==> src/rtl/jt51_mixacc.sv <==
// Per-channel operator accumulators feeding a stereo frame mixer with saturation.
// Left/right are registered at each zero slot; sample pulses for one clk afterwards.
module jt51_mixacc #(
  parameter int OPW  = 14,
  parameter int ACCW = 16,
  parameter int CH   = 8,
  parameter int CHW  = 3
) (
  input  logic                   clk,
  input  logic                   rst,
  input  logic                   cen,
  input  logic                   zero,
  input  logic signed [OPW-1:0]  op_out,
  input  logic                   op_en,
  input  logic                   op_last,
  input  logic [CHW-1:0]         ch,
  input  logic [1:0]             rl,
  input  logic [CH-1:0]          mute,
  output logic signed [ACCW-1:0] left,
  output logic signed [ACCW-1:0] right,
  output logic                   sample
);

  localparam int FW = ACCW + CHW;
  localparam logic signed [ACCW-1:0] MAXV = {1'b0, {(ACCW-1){1'b1}}};
  localparam logic signed [ACCW-1:0] MINV = {1'b1, {(ACCW-1){1'b0}}};

  logic signed [ACCW-1:0] r_cacc [CH];
  logic signed [FW-1:0]   r_fl, r_fr;

  logic                   w_ok, w_mute, w_add;
  logic signed [ACCW-1:0] w_cur, w_t;
  logic signed [ACCW:0]   w_sum;
  logic signed [FW-1:0]   w_cl, w_cr, w_fl_nxt, w_fr_nxt;

  function automatic logic signed [ACCW-1:0] sat_frame(input logic signed [FW-1:0] x);
    if ((&x[FW-1:ACCW-1]) || !(|x[FW-1:ACCW-1]))
      return $signed(x[ACCW-1:0]);
    else
      return x[FW-1] ? MINV : MAXV;
  endfunction

  // Channel decode by match keeps out-of-range ch from touching any accumulator.
  always_comb begin
    w_ok   = 1'b0;
    w_mute = 1'b0;
    w_cur  = '0;
    for (int i = 0; i < CH; i++) begin
      if (ch == CHW'(i)) begin
        w_ok   = 1'b1;
        w_mute = mute[i];
        w_cur  = r_cacc[i];
      end
    end
  end

  always_comb begin
    w_sum = {w_cur[ACCW-1], w_cur} + (ACCW+1)'(op_out);
    w_t   = w_cur;
    if (op_en) begin
      if (w_sum[ACCW] != w_sum[ACCW-1])
        w_t = w_sum[ACCW] ? MINV : MAXV;
      else
        w_t = $signed(w_sum[ACCW-1:0]);
    end
    w_add    = w_ok && op_last && !w_mute;
    w_cl     = (w_add && rl[0]) ? FW'(w_t) : '0;
    w_cr     = (w_add && rl[1]) ? FW'(w_t) : '0;
    w_fl_nxt = (zero ? '0 : r_fl) + w_cl;
    w_fr_nxt = (zero ? '0 : r_fr) + w_cr;
  end

  always_ff @(posedge clk) begin
    if (rst) begin
      for (int i = 0; i < CH; i++) r_cacc[i] <= '0;
      r_fl   <= '0;
      r_fr   <= '0;
      left   <= '0;
      right  <= '0;
      sample <= 1'b0;
    end else begin
      sample <= cen && zero;
      if (cen) begin
        r_fl <= w_fl_nxt;
        r_fr <= w_fr_nxt;
        if (zero) begin
          left  <= sat_frame(r_fl);
          right <= sat_frame(r_fr);
        end
        for (int i = 0; i < CH; i++) begin
          if (w_ok && ch == CHW'(i))
            r_cacc[i] <= op_last ? '0 : w_t;
        end
      end
    end
  end

endmodule

==> config.mk <==
export PLATFORM = sky130hd
export DESIGN_NAME = jt51_mixacc
export DESIGN_NICKNAME = d
export VERILOG_FILES = /design/src/rtl/jt51_mixacc.sv
export SDC_FILE = /design/constraint.sdc
export NUM_CORES = 1
export LEC_CHECK = 0
export CAP_MARGIN = 20
export CORE_MARGIN = 5
export CORE_UTILIZATION = 60
export CTS_BUF_LIST = sky130_fd_sc_hd__clkbuf_16
export DETAILED_ROUTE_END_ITERATION = 10
export DONT_BUFFER_PORTS = 1
export GPL_ROUTABILITY_DRIVEN = 0
export HOLD_SLACK_MARGIN = 0.15
export MAX_ROUTING_LAYER = met4
export PLACE_DENSITY = 0.82
export SYNTH_ARGS = -nofsm -noshare
export SYNTH_HDL_FRONTEND = slang
export SYNTH_SLANG_ARGS = --single-unit
==> constraint.sdc <==
create_clock -name clk -period 9.3 [get_ports clk]
set_clock_uncertainty 0.2 [all_clocks]
set_input_delay 1.86 -clock clk [delete_from_list [all_inputs] [get_ports clk]]
set_output_delay 1.86 -clock clk [all_outputs]
set_load 0.02 [all_outputs]
==> results.toml, run 1 <==
[sta]
worst_pin_slew_ns = 0.949
slew_viol_final = 0
period_needed_ns = 8.57
final_hold_viol_count = 0
fin_crit_sh_pct = 92.1
slew_headroom_pct = 36.3
rsz0062_at_grt = "false"
setup_violations = 0
max_freq_mhz = 117
fin_tns_setup_ns = 0
hold_slack_ns = 0.304

[worst_setup_path]
crit_buf_inv = 1
critPathMaxFanout = 55
cp_num_cells = 32
critical-path-top-delay-family = "compound AO/OA/AOI/OAI gates"
cpPeakStageDelay_ns = 0.58
critical_path_arrival_ns = 8.70
crit_path_start_kind = "input port"
endpoint_kind = "register"
reg2reg_depth = 33
worst_path_max_delay_cell = "ha_1"
path_class = "input port to register"
required_ns = 9.43

[routing]
routed_wl_um = 27600
drtPass1Iterations = 5
wl_per_cell_um = 20.1
drt_iter0_markers = 846
avgViaCountPerCell = 6.27
drcViolationCount = 0
vias = 8616
drtAntennaViolNets = 0

[power]
p_leak_uw = 0.00485
p_per_area_mw_per_mm2 = 186
ir_drop_v = 0.000149

[synthesis]
synth_seq_cells = 199
async_flop_share_pct = 0
ys_seq_area_share_pct = 46.7
synth_cells = 1163
synth_fp_nets = 1253
synth-edff-count = 128
ys_warn_count = 0
syn_avg_cell_area_um2 = 9.70
syn-cell-area_mm2 = 0.0113
ys.flop_type = "edfxtp_1"
synthDistinctLibCells = 76

[worst_hold_path]
holdCritPathClass = "register to register"
whs_path_depth = 2

[clock_network]
clock_tree.htree_level_count = 4
cts.repair.resized = 0
clockBufferDepth = 2
cts_setup_buffers = 0
holdBufCountCts = 0
clk_latency_ns = 0.43
cts_tree = "yes"
clkTransAtPathRegs_ns = 0.08
cts_root_buf = "clkbuf_16"
cts_made_buffers = 17
cts_sinks = 199

[cells_and_area]
drive_above_1_share_pct = 7.98
areaGrowthSynthToFinish_pct = 5.84
finish.utilization_pct = 64.2
n_antenna_cell = 0
fin_nets = 1217

[floorplan]
dieArea_mm2 = 0.0216
row_count = 50
core_mm2 = 0.0186
initial_utilization_pct = 60.7
ios = 66
dieWidth_um = 147
fp.dieH_um = 147

[grt]
grt_pass1_wl_um = 44200
grt_max_degree = 86
grt.overflow.total = 0
antenna_found_initial = 0
grt_pass1_vias = 8398
track_usage_pct = 26.6

[placement]
dp_hpwl_um = 19000
portBuffers = 0

[status]
status = "completed"

[flow_run]
cap_violations = 0
## area by class of cell
| class | instances | area, um^2 |
|---|---|---|
| Inverter | 17 | 63.8 |
| Multi-Input combinational cell | 883 | 5680 |
| Clock buffer | 17 | 425 |
| Sequential cell | 199 | 5270 |
| Clock inverter | 15 | 135 |
| Tap cell | 234 | 293 |
| Fill cell | 1443 | 6650 |
| Timing Repair Buffer | 9 | 71.3 |
## sequential cells by signal, indices dropped and copies added (netlist names)
register  flops
r_cacc      128
r_fl         19
left         16
r_fr         19
sample        1
right        16
## where the power goes
part           leakage, uW  total, uW  switching, uW  internal [uW]
Clock             0.000277        706            351            355
Combinational      0.00267        483            318            164
Sequential         0.00191       1030           35.4            995
Total              0.00485       2220            705           1510
## per-layer routing
metal	vias to the layer above	share of wire (%)	global-route usage [%]
li1	4079	-	-
met1	4070	40	34.4
met5	-	0	-
met2	400	47	41.3
met3	67	8.5	5.06
met4	0	4.0	11.4
## worst min-delay path: stages, from the launching register on
cell	delay, ns
dfxtp_1	0.33
nor2_1	0.08
a211oi_1	0.05
## kinds of logic (layout without fill, tap and decap cells)
logic type | Yosys count | after routing | synth area share (%)
xor+xnor | 43 | 43 | 3.34
fa+ha+maj | 57 | 57 | 6.52
compound gates | 236 | 236 | 14.6
simple gates | 474 | 474 | 18.9
buf+inv | 81 | 58 | 2.93
flops | 199 | 199 | 46.7
mux | 73 | 73 | 7.06
## path summary, 6_finish.rpt
| kind | startpoint | to | slack (ns) |
|---|---|---|---|
| worst max-delay path | ch[1] | r_fl[18]$_SDFFE_PP0P_ | 0.73 |
| worst min-delay path | r_fr[15]$_SDFFE_PP0P_ | r_fr[15]$_SDFFE_PP0P_ | 0.30 |
| worst max register to register | r_cacc[1][22]$_SDFFCE_PN0P_ | r_fl[18]$_SDFFE_PP0P_ | 2.10 |
| worst min register to register | r_fr[15]$_SDFFE_PP0P_ | r_fr[15]$_SDFFE_PP0P_ | 0.30 |
## synth_stat cells, types with 4 or more instances
| library cell | count | share of area, % |
|---|---|---|
| and3_1 | 5 | 0.28 |
| a31oi_1 | 5 | 0.28 |
| clkbuf_1 | 43 | 1.4 |
| o21ai_0 | 35 | 1.6 |
| a211oi_1 | 10 | 0.67 |
| nor4_1 | 4 | 0.22 |
| buf_1 | 7 | 0.23 |
| dfxtp_1 | 71 | 13 |
| o211ai_1 | 15 | 1.0 |
| o21bai_1 | 7 | 0.47 |
| inv_1 | 17 | 0.57 |
| o22ai_1 | 7 | 0.39 |
| nor2b_1 | 48 | 2.7 |
| o21ai_2 | 7 | 0.54 |
| o21ai_1 | 6 | 0.27 |
| o21a_1 | 11 | 0.73 |
| and2_1 | 4 | 0.22 |
| xnor2_1 | 34 | 2.6 |
| mux4_2 | 4 | 0.80 |
| mux2i_1 | 57 | 5.1 |
| nand2b_1 | 15 | 0.83 |
| a21oi_1 | 77 | 3.4 |
| a21o_1 | 14 | 0.93 |
| o22ai_2 | 4 | 0.44 |
| nor3b_1 | 4 | 0.27 |
| or3_1 | 5 | 0.28 |
| mux2_2 | 11 | 1.1 |
| xor2_1 | 9 | 0.70 |
| edfxtp_1 | 128 | 34 |
| buf_2 | 12 | 0.53 |
| nand3_1 | 11 | 0.49 |
| ha_1 | 54 | 6.0 |
| nor3_1 | 45 | 2.0 |
| nand2_1 | 61 | 2.0 |
| nor2_1 | 258 | 8.6 |
## per-stage QoR
stage	power (uW)	worst slack (ns)	std cells	area, um^2
detailed placement	1520	0.350	1341	11400
finish	2220	0.730	1374	11900
CTS	2220	0.834	1373	11900
global placement	1510	0.579	1341	11400
global route	2310	0.256	1374	11900
floorplan	1400	0.714	1163	11300
## cell usage in the layout, fill, tap and decap left out, types with 11 or more instances in the layout
master       n
xnor2_1     34
nand2b_1    15
o21a_1      11
edfxtp_1   128
nand3_1     11
nand2_1     61
mux2i_1     57
inv_1       17
nor2_1     258
a21o_1      14
mux2_2      11
clkbuf_16   17
o211ai_1    15
nor3_1      45
a21oi_1     77
ha_1        54
nor2b_1     48
o21ai_0     35
dfxtp_1     71
Power figures use the tool's default switching activity.
==> inputs of run 2 (changes only) <==
--- a/config.mk
+++ b/config.mk
@@ -10,11 +10,12 @@
 export CORE_UTILIZATION = 60
 export CTS_BUF_LIST = sky130_fd_sc_hd__clkbuf_16
 export DETAILED_ROUTE_END_ITERATION = 10
-export DONT_BUFFER_PORTS = 1
 export GPL_ROUTABILITY_DRIVEN = 0
 export HOLD_SLACK_MARGIN = 0.15
 export MAX_ROUTING_LAYER = met4
-export PLACE_DENSITY = 0.82
+export PLACE_DENSITY = 0.86
+export SKIP_CTS_REPAIR_TIMING = 1
 export SYNTH_ARGS = -nofsm -noshare
 export SYNTH_HDL_FRONTEND = slang
 export SYNTH_SLANG_ARGS = --single-unit
+export TNS_END_PERCENT = 100
==> results.toml, run 2 (synthesized netlist as in run 1, its figures left out) <==
[sta]
rsz0062_at_grt = "false"
final_hold_viol_count = 0
slew_headroom_pct = 32.8
slew_viol_final = 0
worst_pin_slew_ns = 1.01
fin_tns_setup_ns = 0
setup_violations = 0
fin_crit_sh_pct = 95.3
max_freq_mhz = 113
period_needed_ns = 8.87

[clock_network]
clk_latency_ns = 0.44
cts_made_buffers = 17
cts_root_buf = "clkbuf_16"
clkTransAtPathRegs_ns = 0.07
clock_tree.htree_level_count = 4
cts_tree = "yes"
cts_sinks = 199
clockBufferDepth = 2

[cells_and_area]
fin_nets = 1302
drive_above_1_share_pct = 8.99
reg.largest.list = "r_cacc x128, r_fl x19, r_fr x19"
fillers = 1325
largest_reg_flops = 128
areaGrowthSynthToFinish_pct = 13.0
regMostFlops = "r_cacc"
final_cell_mix = "nor2_1 (258), edfxtp_1 (128), a21oi_1 (77)"
final_common_cell = "nor2_1"

[worst_setup_path]
critPathMaxFanout = 30
r2r_start = "r_cacc[0][32]$_SDFFCE_PN0P_"
endpoint_kind = "register"
path_class = "input port to register"
cpPeakStageDelay_ns = 0.52
rrSetupSlack_ns = 2.29
reg2reg_depth = 29
worst_path_max_delay_cell = "clkdlybuf4s50_1"
r2r-end = "r_fl[18]$_SDFFE_PP0P_"
critical_path_arrival_ns = 8.99
required_ns = 9.43
crit_path_start_kind = "input port"

[routing]
vias = 8965
wl_met3_um = 2500
drtPass1Iterations = 5
maxUsedRoutingLayer = "met4"
drt_iter0_markers = 856
routed_wl_um = 28200
avgViaCountPerCell = 6.14
drtAntennaViolNets = 0
wl_met1_um = 11300
drcViolationCount = 0
wl_met2_um = 13200
wl_per_cell_um = 19.3

[placement]
portBuffers = 65
dp_hpwl_um = 19300

[floorplan]
dieWidth_um = 147
row_count = 50
initial_utilization_pct = 60.7
ios = 66
fp.dieH_um = 147
core_mm2 = 0.0186
dieArea_mm2 = 0.0216

[grt]
grt_max_degree = 86
grt.overflow.total = 0
grt_pass1_vias = 8902
antenna_found_initial = 1
track_usage_pct = 27.2
grt_pass1_wl_um = 45400

[power]
ir_drop_v = 0.000160
p_per_area_mw_per_mm2 = 182
p_leak_uw = 0.00522
power_uw = 2320

[worst_hold_path]
min_to = "left[15]$_SDFFE_PP0P_"
min_from = "left[15]$_SDFFE_PP0P_"
holdCritPathClass = "register to register"
whs_path_depth = 2

[status]
status = "completed"

[flow_run]
cap_violations = 0
## run 2: final cells by class
cell class | instances | area [um^2] | share of cell area, %
clock inverters | 12 | 109 | 0.854
clock buffers | 19 | 475 | 3.73
repair buffers | 94 | 856 | 6.71
multi-input cells | 883 | 5680 | 44.6
flip-flops and latches | 199 | 5270 | 41.3
inverters | 17 | 63.8 | 0.501
diodes | 1 | 2.50 | 0.0196
well taps | 234 | 293 | 2.30
## run 2: routing by layer
layer | vias to the layer above | global-route usage (%)
li1 | 4238 | -
met1 | 4212 | 34.1
met2 | 434 | 42.5
met3 | 81 | 6.20
met4 | 0 | 11.8
met5 | - | -
## run 2: worst max-delay path by stage
| stage | slack (ns) | depth (start not counted) | end | start |
|---|---|---|---|---|
| 3_3_place_gp | 0.34 | 33 | r_fl[18]$_SDFFE_PP0P_ | ch[2] |
| 4_1_cts | 0.55 | 32 | r_fl[18]$_SDFFE_PP0P_ | ch[2] |
| 5_1_grt | 0.04 | 31 | r_fl[17]$_SDFFE_PP0P_ | ch[2] |
| 2_1_floorplan | 0.71 | 32 | r_fl[18]$_SDFFE_PP0P_ | ch[0] |
| 6_report | 0.43 | 32 | r_fl[18]$_SDFFE_PP0P_ | ch[2] |
| 3_5_place_dp | 0.14 | 34 | r_fl[18]$_SDFFE_PP0P_ | ch[2] |
## run 2: stage by stage
stage / instance area [um^2] / cells / hold slack (ns) / util, % / setup WS, ns
2_1_floorplan: 11300 / 1163 / 0.269 / - / 0.714
3_3_place_gp: 12100 / 1426 / 0.246 / 65.4 / 0.344
3_5_place_dp: 12100 / 1426 / 0.250 / 65.4 / 0.144
4_1_cts: 12700 / 1457 / 0.263 / 68.5 / 0.552
5_1_grt: 12700 / 1459 / 0.295 / 68.6 / 0.0407
6_report: 12700 / 1459 / 0.265 / 68.6 / 0.434
## run 2: worst max-delay path: cells and delay by family
family          cells  cell delay (ns)
xor+xnor            2             0.34
fa+ha+maj           3             1.10
simple gates        6             0.84
compound gates     18             3.75
buf+inv             3             1.07
## run 2: where the power goes
group          switching [uW]  internal, uW
sequential               22.6           996
clock                     318           422
combinational             360           198
total                     701          1620
==> inputs of run 3 (changes only) <==
--- a/config.mk
+++ b/config.mk
@@ -15,6 +15,7 @@
 export MAX_ROUTING_LAYER = met4
 export PLACE_DENSITY = 0.86
 export SKIP_CTS_REPAIR_TIMING = 1
+export SLEW_MARGIN = 20
 export SYNTH_ARGS = -nofsm -noshare
 export SYNTH_HDL_FRONTEND = slang
 export SYNTH_SLANG_ARGS = --single-unit
==> results.toml, run 3 (synthesized netlist as in run 1, its figures left out) <==
[status]
status = "completed"

[floorplan]
ios = 66
fp.dieH_um = 147
dieWidth_um = 147
row_count = 50
dieArea_mm2 = 0.0216
core_mm2 = 0.0186
initial_utilization_pct = 60.7

[clock_network]
cts_sinks = 199
clock_tree.htree_level_count = 4
clockBufferDepth = 2
cts_root_buf = "clkbuf_16"
cts_tree = "yes"
cts_made_buffers = 17
clkTransAtPathRegs_ns = 0.07
clk_latency_ns = 0.44

[grt]
grt.overflow.total = 0
track_usage_pct = 27.2
grt_pass1_wl_um = 45400
grt_pass1_vias = 8902
antenna_found_initial = 1
grt_max_degree = 86

[cells_and_area]
final_cell_area_mm2 = 0.0127
largest_reg_flops = 128
areaGrowthSynthToFinish_pct = 12.9
drive_above_1_share_pct = 8.99
regMostFlops = "r_cacc"
reg.largest.list = "r_cacc x128, r_fl x19, r_fr x19"
final_common_cell = "nor2_1"
final_cell_mix = "nor2_1 (258), edfxtp_1 (128), a21oi_1 (77)"
fin_nets = 1301

[worst_setup_path]
crit_path_start_kind = "input port"
endpoint_kind = "register"
cp_num_cells = 32
reg2reg_depth = 29
required_ns = 9.43
critical_path_arrival_ns = 8.97
critPathMaxFanout = 30
cpPeakStageDelay_ns = 0.52
critical-path-top-delay-family = "compound AO/OA/AOI/OAI gates"
path_class = "input port to register"
crit_buf_inv = 3
worst_path_max_delay_cell = "clkdlybuf4s50_1"

[routing]
wl_met1_um = 11400
drtAntennaViolNets = 0
wl_met3_um = 2380
wl_met2_um = 13100
routed_wl_um = 28200
wl_per_cell_um = 19.3
maxUsedRoutingLayer = "met4"
avgViaCountPerCell = 6.16
drtPass1Iterations = 5
drt_iter0_markers = 841
drcViolationCount = 0
vias = 8979

[sta]
worst_pin_slew_ns = 0.996
slew_headroom_pct = 33.6
hold_slack_ns = 0.263
setup_violations = 0
period_needed_ns = 8.85
rsz0062_at_grt = "false"
final_hold_viol_count = 0
slew_viol_final = 0
max_freq_mhz = 113
fin_crit_sh_pct = 95.1
fin_tns_setup_ns = 0

[placement]
dp_hpwl_um = 19300
place_area_mm2 = 0.0121
portBuffers = 65

[flow_run]
cap_violations = 0

[power]
p_comb_share_pct = 24.1
pwr-share-clk_pct = 31.9
p_int_uw = 1610
sw_frac_of_total_pct = 30.3
p_per_area_mw_per_mm2 = 182
ir_drop_v = 0.000160
pwr-share-seq_pct = 43.9
p_sw_uw = 702
p_leak_uw = 0.00522

[worst_hold_path]
holdCritPathClass = "register to register"
whs_path_depth = 2
-- run 3: power by group through the flow --
stage	registers, uW	logic (uW)	clock network [uW]
finish	1020	559	740
floorplan	1040	356	0
global placement	1030	536	0
detailed placement	1040	545	0
CTS	1020	551	742
global route	1020	604	779
-- run 3: layout make-up --
type                            instances  area [um^2]
Sequential cell                       199         5270
Clock buffer                           19          475
Timing Repair Buffer                   93          841
Fill cell                            1327         5850
Multi-Input combinational cell        883         5680
Inverter                               17         63.8
Tap cell                              234          293
Antenna cell                            1         2.50
Clock inverter                         12          109
-- run 3: worst min-delay path, cell delays in order, from the launching register on --
cell	delay, ns
dfxtp_1	0.31
nand2_1	0.05
a21oi_1	0.05
-- run 3: through the flow --
step	setup slack [ns]	total power (uW)	util, %	std cells
2_1_floorplan	0.714	1400	-	1163
3_3_place_gp	0.344	1570	65.4	1426
3_5_place_dp	0.144	1580	65.4	1426
4_1_cts	0.552	2310	68.5	1457
5_1_grt	0.0407	2410	68.5	1458
6_report	0.455	2320	68.5	1458
-- run 3: path summary, 6_finish.rpt --
| path | start | end | slack, ns |
|---|---|---|---|
| worst max-delay path | ch[2] | r_fl[18]$_SDFFE_PP0P_ | 0.45 |
| worst min-delay path | right[15]$_SDFFE_PP0P_ | right[15]$_SDFFE_PP0P_ | 0.26 |
| worst max register to register | r_cacc[0][32]$_SDFFCE_PN0P_ | r_fl[18]$_SDFFE_PP0P_ | 2.31 |
| worst min register to register | right[15]$_SDFFE_PP0P_ | right[15]$_SDFFE_PP0P_ | 0.26 |
-- run 3: metal layers --
layer	track usage [%]	vias up
met5	-	-
met4	11.8	0
met3	6.20	88
met2	42.5	436
met1	34.1	4222
li1	-	4233
